## config.mk

```make
export PLATFORM = sky130hd
export DESIGN_NAME = nios2_mem_arbiter
export DESIGN_NICKNAME = d
export VERILOG_FILES = /design/src/rtl/nios2_mem_arbiter.sv
export SDC_FILE = /design/constraint.sdc
export NUM_CORES = 1
export LEC_CHECK = 0
export CAP_MARGIN = 15
export CORE_AREA = 2 2 64 66
export DETAILED_ROUTE_END_ITERATION = 8
export DIE_AREA = 0 0 66 68
export GPL_ROUTABILITY_DRIVEN = 0
export PLACE_DENSITY = 0.84
export SYNTH_ARGS = -nofsm -noshare
export SYNTH_HDL_FRONTEND = slang
export SYNTH_SLANG_ARGS = --single-unit
```

## constraint.sdc

```tcl
create_clock -name clk -period 5.2 [get_ports clk]
set_input_delay 1.04 -clock clk [delete_from_list [all_inputs] [get_ports clk]]
set_output_delay 1.04 -clock clk [all_outputs]
set_load 0.01 [all_outputs]
```

## src/rtl/nios2_mem_arbiter.sv

```systemverilog
// Two-master arbiter in front of a single-port on-chip memory.
// m0 (CPU data) has fixed priority; m1 (debug/loader) is forced a grant after
// m0 has won STARVE_LIMIT contested cycles in a row. Writes reach the memory
// only with debugaccess set; blocked writes are still accepted and flagged on
// prot_err one cycle later. Read data returns one cycle after the grant.
module nios2_mem_arbiter #(
    parameter int unsigned ADDR_W       = 5,
    parameter int unsigned DATA_W       = 16,
    parameter int unsigned BE_W         = 2,
    parameter int unsigned STARVE_LIMIT = 4
) (
    input  logic              clk,
    input  logic              reset,
    input  logic              freeze,

    input  logic [ADDR_W-1:0] m0_address,
    input  logic [BE_W-1:0]   m0_byteenable,
    input  logic              m0_read,
    input  logic              m0_write,
    input  logic [DATA_W-1:0] m0_writedata,
    input  logic              m0_debugaccess,
    output logic              m0_waitrequest,
    output logic [DATA_W-1:0] m0_readdata,
    output logic              m0_readdatavalid,

    input  logic [ADDR_W-1:0] m1_address,
    input  logic [BE_W-1:0]   m1_byteenable,
    input  logic              m1_read,
    input  logic              m1_write,
    input  logic [DATA_W-1:0] m1_writedata,
    input  logic              m1_debugaccess,
    output logic              m1_waitrequest,
    output logic [DATA_W-1:0] m1_readdata,
    output logic              m1_readdatavalid,

    output logic [ADDR_W-1:0] mem_address,
    output logic [BE_W-1:0]   mem_byteenable,
    output logic              mem_chipselect,
    output logic              mem_write,
    output logic [DATA_W-1:0] mem_writedata,
    output logic              mem_debugaccess,
    output logic              mem_clken,
    input  logic [DATA_W-1:0] mem_readdata,

    output logic              prot_err
);

    localparam logic [3:0] LIMIT = 4'(STARVE_LIMIT);

    typedef enum logic [1:0] {
        OWN_NONE,
        OWN_M0,
        OWN_M1
    } owner_e;

    owner_e     owner;
    logic       req0, req1;
    logic       win_write, win_debug;
    logic [3:0] starve_q, starve_d;
    logic       rd_pend0_q, rd_pend0_d;
    logic       rd_pend1_q, rd_pend1_d;
    logic       prot_err_q, prot_err_d;

    assign req0 = m0_read | m0_write;
    assign req1 = m1_read | m1_write;

    // Same-cycle grant: fixed m0 priority, m1 forced once the starvation count hits the limit
    always_comb begin
        owner = OWN_NONE;
        if (!reset && !freeze) begin
            if (req0 && req1) begin
                owner = (starve_q == LIMIT) ? OWN_M1 : OWN_M0;
            end else if (req0) begin
                owner = OWN_M0;
            end else if (req1) begin
                owner = OWN_M1;
            end
        end
    end

    // Route the winner's command to the memory port; idle port drives all zeros
    always_comb begin
        mem_address     = '0;
        mem_byteenable  = '0;
        mem_writedata   = '0;
        mem_debugaccess = 1'b0;
        mem_chipselect  = 1'b0;
        win_write       = 1'b0;
        win_debug       = 1'b0;
        unique case (owner)
            OWN_M0: begin
                mem_address     = m0_address;
                mem_byteenable  = m0_byteenable;
                mem_writedata   = m0_writedata;
                mem_debugaccess = m0_debugaccess;
                mem_chipselect  = 1'b1;
                win_write       = m0_write;
                win_debug       = m0_debugaccess;
            end
            OWN_M1: begin
                mem_address     = m1_address;
                mem_byteenable  = m1_byteenable;
                mem_writedata   = m1_writedata;
                mem_debugaccess = m1_debugaccess;
                mem_chipselect  = 1'b1;
                win_write       = m1_write;
                win_debug       = m1_debugaccess;
            end
            default: ;
        endcase
        mem_write = win_write & win_debug;
    end

    // Next-state for starvation count, read-pending flags and protection error
    always_comb begin
        if (owner == OWN_M1 || !req1) begin
            starve_d = '0;
        end else if (owner == OWN_M0 && starve_q < LIMIT) begin
            starve_d = starve_q + 4'd1;
        end else begin
            starve_d = starve_q;
        end
        // read and write together counts as a write, so no data phase follows
        rd_pend0_d = (owner == OWN_M0) && m0_read && !m0_write;
        rd_pend1_d = (owner == OWN_M1) && m1_read && !m1_write;
        prot_err_d = (owner != OWN_NONE) && win_write && !win_debug;
    end

    // State registers with synchronous reset
    always_ff @(posedge clk) begin
        if (reset) begin
            starve_q   <= '0;
            rd_pend0_q <= 1'b0;
            rd_pend1_q <= 1'b0;
            prot_err_q <= 1'b0;
        end else begin
            starve_q   <= starve_d;
            rd_pend0_q <= rd_pend0_d;
            rd_pend1_q <= rd_pend1_d;
            prot_err_q <= prot_err_d;
        end
    end

    assign m0_waitrequest = (owner != OWN_M0);
    assign m1_waitrequest = (owner != OWN_M1);

    // Reset arriving the cycle after a grant must hide the still-set pending flag
    assign m0_readdatavalid = rd_pend0_q & ~reset;
    assign m1_readdatavalid = rd_pend1_q & ~reset;
    assign prot_err         = prot_err_q & ~reset;

    assign m0_readdata = mem_readdata;
    assign m1_readdata = mem_readdata;
    assign mem_clken   = 1'b1;

endmodule

```

# Yosys cells after proc, flatten, opt, wreduce, memory -nomap -nowiden
# Cells that the tools add are included.
[word_totals] reg_bits=7 in_bits=71 out_inout_bits=64 wordCells=48
[classes] addsub=1 magnitude_cmp=1 eq_ne=5 n_mux=11 bitwise=7 n_reduce_logical=19
[ops] cell="16-bit one-hot mux with 2 select lines" n=1
[ops] cell="2-bit two-way mux" n=5
[ops] cell="5-bit one-hot mux with 2 select lines" n=1
[ops] cell="1-bit logical AND" n=9
[ops] cell="1-bit logical NOT" n=6
[ops] cell="4-bit by 1-bit adder with 4-bit output, second input constant" n=1
[ops] cell="1-bit AND" n=4
[ops] cell="4-bit by 3-bit equality test with 1-bit output, second input constant" n=1
[ops] cell="4-bit by 3-bit less-than comparator with 1-bit output, second input constant" n=1
[ops] cell="1-bit one-hot mux with 2 select lines" n=2
[ops] cell="2-bit one-hot mux with 2 select lines" n=1
[ops] cell="2-bit OR reduction" n=2
[ops] cell="2-bit by 1-bit equality test with 1-bit output, second input constant" n=1
[ops] cell="2-bit equality test, second input constant" n=1
[ops] cell="2-bit by 1-bit inequality test with 1-bit output, second input constant" n=1
[ops] cell="2-bit inequality test, second input constant" n=1
[ops] cell="1-bit OR" n=2
[ops] cell="2-bit nonzero test" n=1
[ops] cell="1-bit logical OR" n=1
[ops] cell="1-bit two-way mux" n=1
[ops] cell="1-bit NOT" n=1

# Depth between registers and ports, before layout
[depth] ltp_word=9 mapped_depth=10 ltp_nobuf=9

# Least setup slack after synthesis
# No wires, ideal clock.
[synth_timing] path_kind="input-to-output" start="input port m1_write" end="output port mem_address[1]" arrival_time_ns=2.181 required_ns=4.160 path_slack_ns=1.979 path_stages=8 path_buffers=2 path_cell_list="nor2_1 -> o221a_2 -> inv_1 -> ha_1 -> buf_6 -> buf_2 -> a22oi_1 -> nor2_1"
[synth_between] elab_chain_len=7 elab_cells_between_ends=9 classes_between="2 x eq/ne; 5 x mux; 1 x bitwise; 1 x reduce/logical"
[synth_lines] element="start, declared" line_no="29" source="input logic m1_write,"
[synth_lines] element="1-bit OR (*)" line_no="65" source="assign req1 = m1_read | m1_write;"
[synth_lines] element="2-bit two-way mux" line_no="75" source="end else if (req1) begin"
[synth_lines] element="2-bit two-way mux" line_no="73" source="end else if (req0) begin"
[synth_lines] element="2-bit two-way mux (*)" line_no="71" source="if (req0 && req1) begin"
[synth_lines] element="2-bit two-way mux (*)" line_no="70" source="if (!reset && !freeze) begin"
[synth_lines] element="2-bit equality test / 2-bit by 1-bit equality test with 1-bit output (equally long branches)" line_no="90" source="unique case (owner)"
[synth_lines] element="5-bit one-hot mux with 2 select lines (*)" line_no="90"
[synth_lines] element="end, declared" line_no="36" source="output logic [ADDR_W-1:0] mem_address,"
# Every way passes the cells marked *; elsewhere a longest branch is shown, timed or not.

# Worst setup path in the final report
[layout_timing] start="input port m1_write" end="output port mem_address[4]"
# The elaborated chain is that of the path after synthesis.

==> run_results.csv <==
group,metric,value,unit
drt,routed_wl,2.95,mm
global_route,use_met3,0.0543,
timing,min_period_over_period,0.907,
global_route,grt.busiest_layer,"met2",
synth,synth_ff_type,"dfxtp_1",
synth,yosysWarnings,0,
synth,synth-seq-cells,7,
worst_setup_path,critPathKind,"in -> out",
worst_setup_path,cp.depth,9,
timing,hold_ws,0.506,ns
worst_setup_path,critPathMaxStageDelay,0.67,ns
cts,clockBufferDepth,2,
layout,area_growth_syn_to_layout,69.1,%
timing,drv_slew,0,
cts,clk_pin_slew,0.04,ns
timing,fmax,0.212,GHz
worst_setup_path,crit_chain,"clkdlybuf4s50_1, nor2_1, o221a_2, inv_1, ha_1, buf_4, a22oi_1, nor2_1, clkdlybuf4s50_1",
global_route,grt_antenna_before_repair,0,
layout,ff_latch_area,140,um^2
floorplan,fp-row-count,23,
timing,finalCriticalPeriod,4.71,ns
timing,rsz0062_at_grt,"false",
timing,final.setup.tns,0,ns
timing,skew,0.000801,ns
global_route,gr-total-overflow,0,
layout,fin_util,0.433,
drt,drtPass1Iterations,4,
placed_design,numPortBuffers,85,
power,power.leakage,0.574,nW
layout,drive_above_1_share,0.0541,
run,maxCapViolations,0,
global_route,use_met1,0.126,
cts,cts_sinks,7,
global_route,grtUsageMet2,0.237,
floorplan,die_w,66,um
power,clockPowerShare,0.351,
worst_setup_path,cp.required,4.16,ns
worst_setup_path,worstSetupStartpoint,"m1_write",
worst_setup_path,setup.worst_path.end_class,"primary output",
synth,ys_async_sr_fraction,0,
power,ir_worst_vdd,71.2,uV
floorplan,die_y,68,um
drt,drcViolationCount,0,
timing,finalSetupViolCount,0,
worst_setup_path,start_kind,"primary input",
global_route,grt_pass1_vias,1015,
synth,syn-num-nets,211,
worst_setup_path,crit_family,"buffers and inverters",
worst_setup_path,r2r_start,"starve_q[0]",
status,outcome,"finished, final reports clean",
synth,syn_area,987,um^2
layout,nFillCells,403,
drt,antenna_left,0,
timing,maxSlewHeadroom,0.475,
cts,cts_root_buf,"clkbuf_8",
worst_setup_path,cp_data_arrival_time,3.67,ns
worst_setup_path,crit_fanout,20,
global_route,grt_max_degree,29,
worst_setup_path,crit_buf_inv,4,
floorplan,core,3860,um^2
worst_setup_path,crit_slowest_cell,"ha_1",
cts,clock_latency,0.22,ns
cts,cts_setup_buffers,0,
worst_setup_path,worstReg2RegEnd,"prot_err_q",
min_path,hp-class,"reg -> reg",
timing,worst_slew_pin_slew,0.787,ns
cts,hold_buffers,0,
cts,numCtsBuffers,3,
power,intPower,162,uW
min_path,hold_path_depth,2,
synth,ys_seq_area_frac,0.142,
timing,finalHoldViolCount,0,
power,p_per_area,128,nW/um^2
power,pwr-share-comb,0.390,
floorplan,start_util,0.256,
worst_setup_path,endpoint,"mem_address[4]",
drt,initialDrtViolationCount,37,
drt,vias,1088,
synth,synth.distinct_cells,24,
worst_setup_path,r2r_cells,9,
global_route,grt_pass1_wl,4.41,mm
synth,syn_inst,135,
power,p_sw_frac,0.240,
power,seq_power_share,0.259,
synth,avgSynthCellArea,7.31,um^2
floorplan,ios,135,
drt,viasPerCell,4.63,
layout,multi_input_area,522,um^2
layout,nets,262,
global_route,grt.total_usage,0.127,
placed_design,dp_hpwl,2.25,mm
floorplan,die_area,4490,um^2
layout,antenna_cells,0,
synth,synth_edf_count,0,
cts,ctsResizeCount,0,
cts,htreeDepth,1,
drt,avgRoutedWirePerCell,12.6,um
worst_setup_path,r2r_slack,2.92,ns
power,power.switching,51.1,uW
cts,cts_tree,"done",
==> how the worst min path moves through the flow <==
stage,start,end,slack [ns]
after floorplan,starve_q[3],starve_q[3],0.47
after global placement,starve_q[3],starve_q[3],0.49
after detailed placement,starve_q[3],starve_q[3],0.49
after CTS,starve_q[3],starve_q[3],0.50
after global routing,starve_q[3],starve_q[3],0.52
final,starve_q[3],starve_q[3],0.51
==> through the flow <==
step                std cells  setup slack [ns]  instance area (um^2)  total power [mW]
finish                    235             0.485                  1670             0.213
global route              235             0.321                  1670             0.227
CTS                       235             0.484                  1670             0.216
detailed placement        231             0.498                  1620             0.139
global placement          231             0.580                  1620             0.138
floorplan                 135              1.98                   987             0.109
==> placed cells by master (no fill, tap or decap) <==
cell,count
dfxtp_1,7
conb_1,1
nor2_1,31
buf_4,3
nor3b_4,1
a22o_1,1
a31oi_1,1
nor4b_1,2
or3_4,1
a22oi_1,24
clkbuf_8,3
clkbuf_1,1
nor2b_1,3
nor4b_2,1
and3b_1,1
ha_1,5
o221a_2,1
clkdlybuf4s50_1,85
mux2i_1,1
nand3b_1,2
xnor2_1,1
inv_1,7
o21ai_0,1
nand2_1,1
==> cells in the mapped netlist, drive strengths merged, types with 2 or more instances <==
master  instances  share of area
buf            40           0.30
nor2           31           0.12
a22oi          24           0.18
dfxtp           7           0.14
inv             7          0.027
ha              5          0.063
nor2b           3          0.019
nor4b           3          0.033
clkbuf          2         0.0076
nand3b          2          0.015
==> final cells by class <==
class | count | share of cell area
Timing Repair Buffer | 88 | 0.523
Multi-Input combinational cell | 79 | 0.313
Inverter | 7 | 0.0157
Sequential cell | 7 | 0.0840
Clock buffer | 4 | 0.0270
Tap cell | 50 | 0.0375
==> kinds of logic (layout without fill, tap and decap cells) <==
logic type      Yosys count  count (layout)  share of synthesized area
flops                     7               7                      0.142
buf+inv                  49              99                      0.330
other cells               1               1                    0.00380
compound gates           28              28                      0.214
simple gates             43              43                      0.228
xor+xnor                  1               1                    0.00887
fa+ha+maj                 5               5                     0.0634
mux                       1               1                     0.0101
==> power by group through the flow <==
stage	clock [mW]	sequential, mW	combinational (mW)
finish	0.0746	0.0552	0.0831
floorplan	0	0.0559	0.0533
global route	0.0820	0.0552	0.0897
global placement	0	0.0560	0.0820
detailed placement	0	0.0560	0.0830
CTS	0.0771	0.0551	0.0835
==> flip-flops by register name (all words and copies together), names as in the netlist <==
name        flops
starve_q        4
prot_err_q      1
rd_pend0_q      1
rd_pend1_q      1
==> worst reg2reg max path, delay by kind of cell (launching register included) <==
kind	cells	cell delay [ns]
DFF	1	0.32
adders and majority gates	2	0.81
AOI/OAI and AO/OA	2	0.50
and+or+nand+nor	3	0.42
buffers and inverters	2	0.14
==> layer usage <==
layer | part of all wire | vias up
met3 | 0.13 | 13
li1 | - | 528
met5 | 0 | -
met2 | 0.47 | 64
met4 | 0.016 | 0
met1 | 0.38 | 483
(Power assumes the default switching activity.)
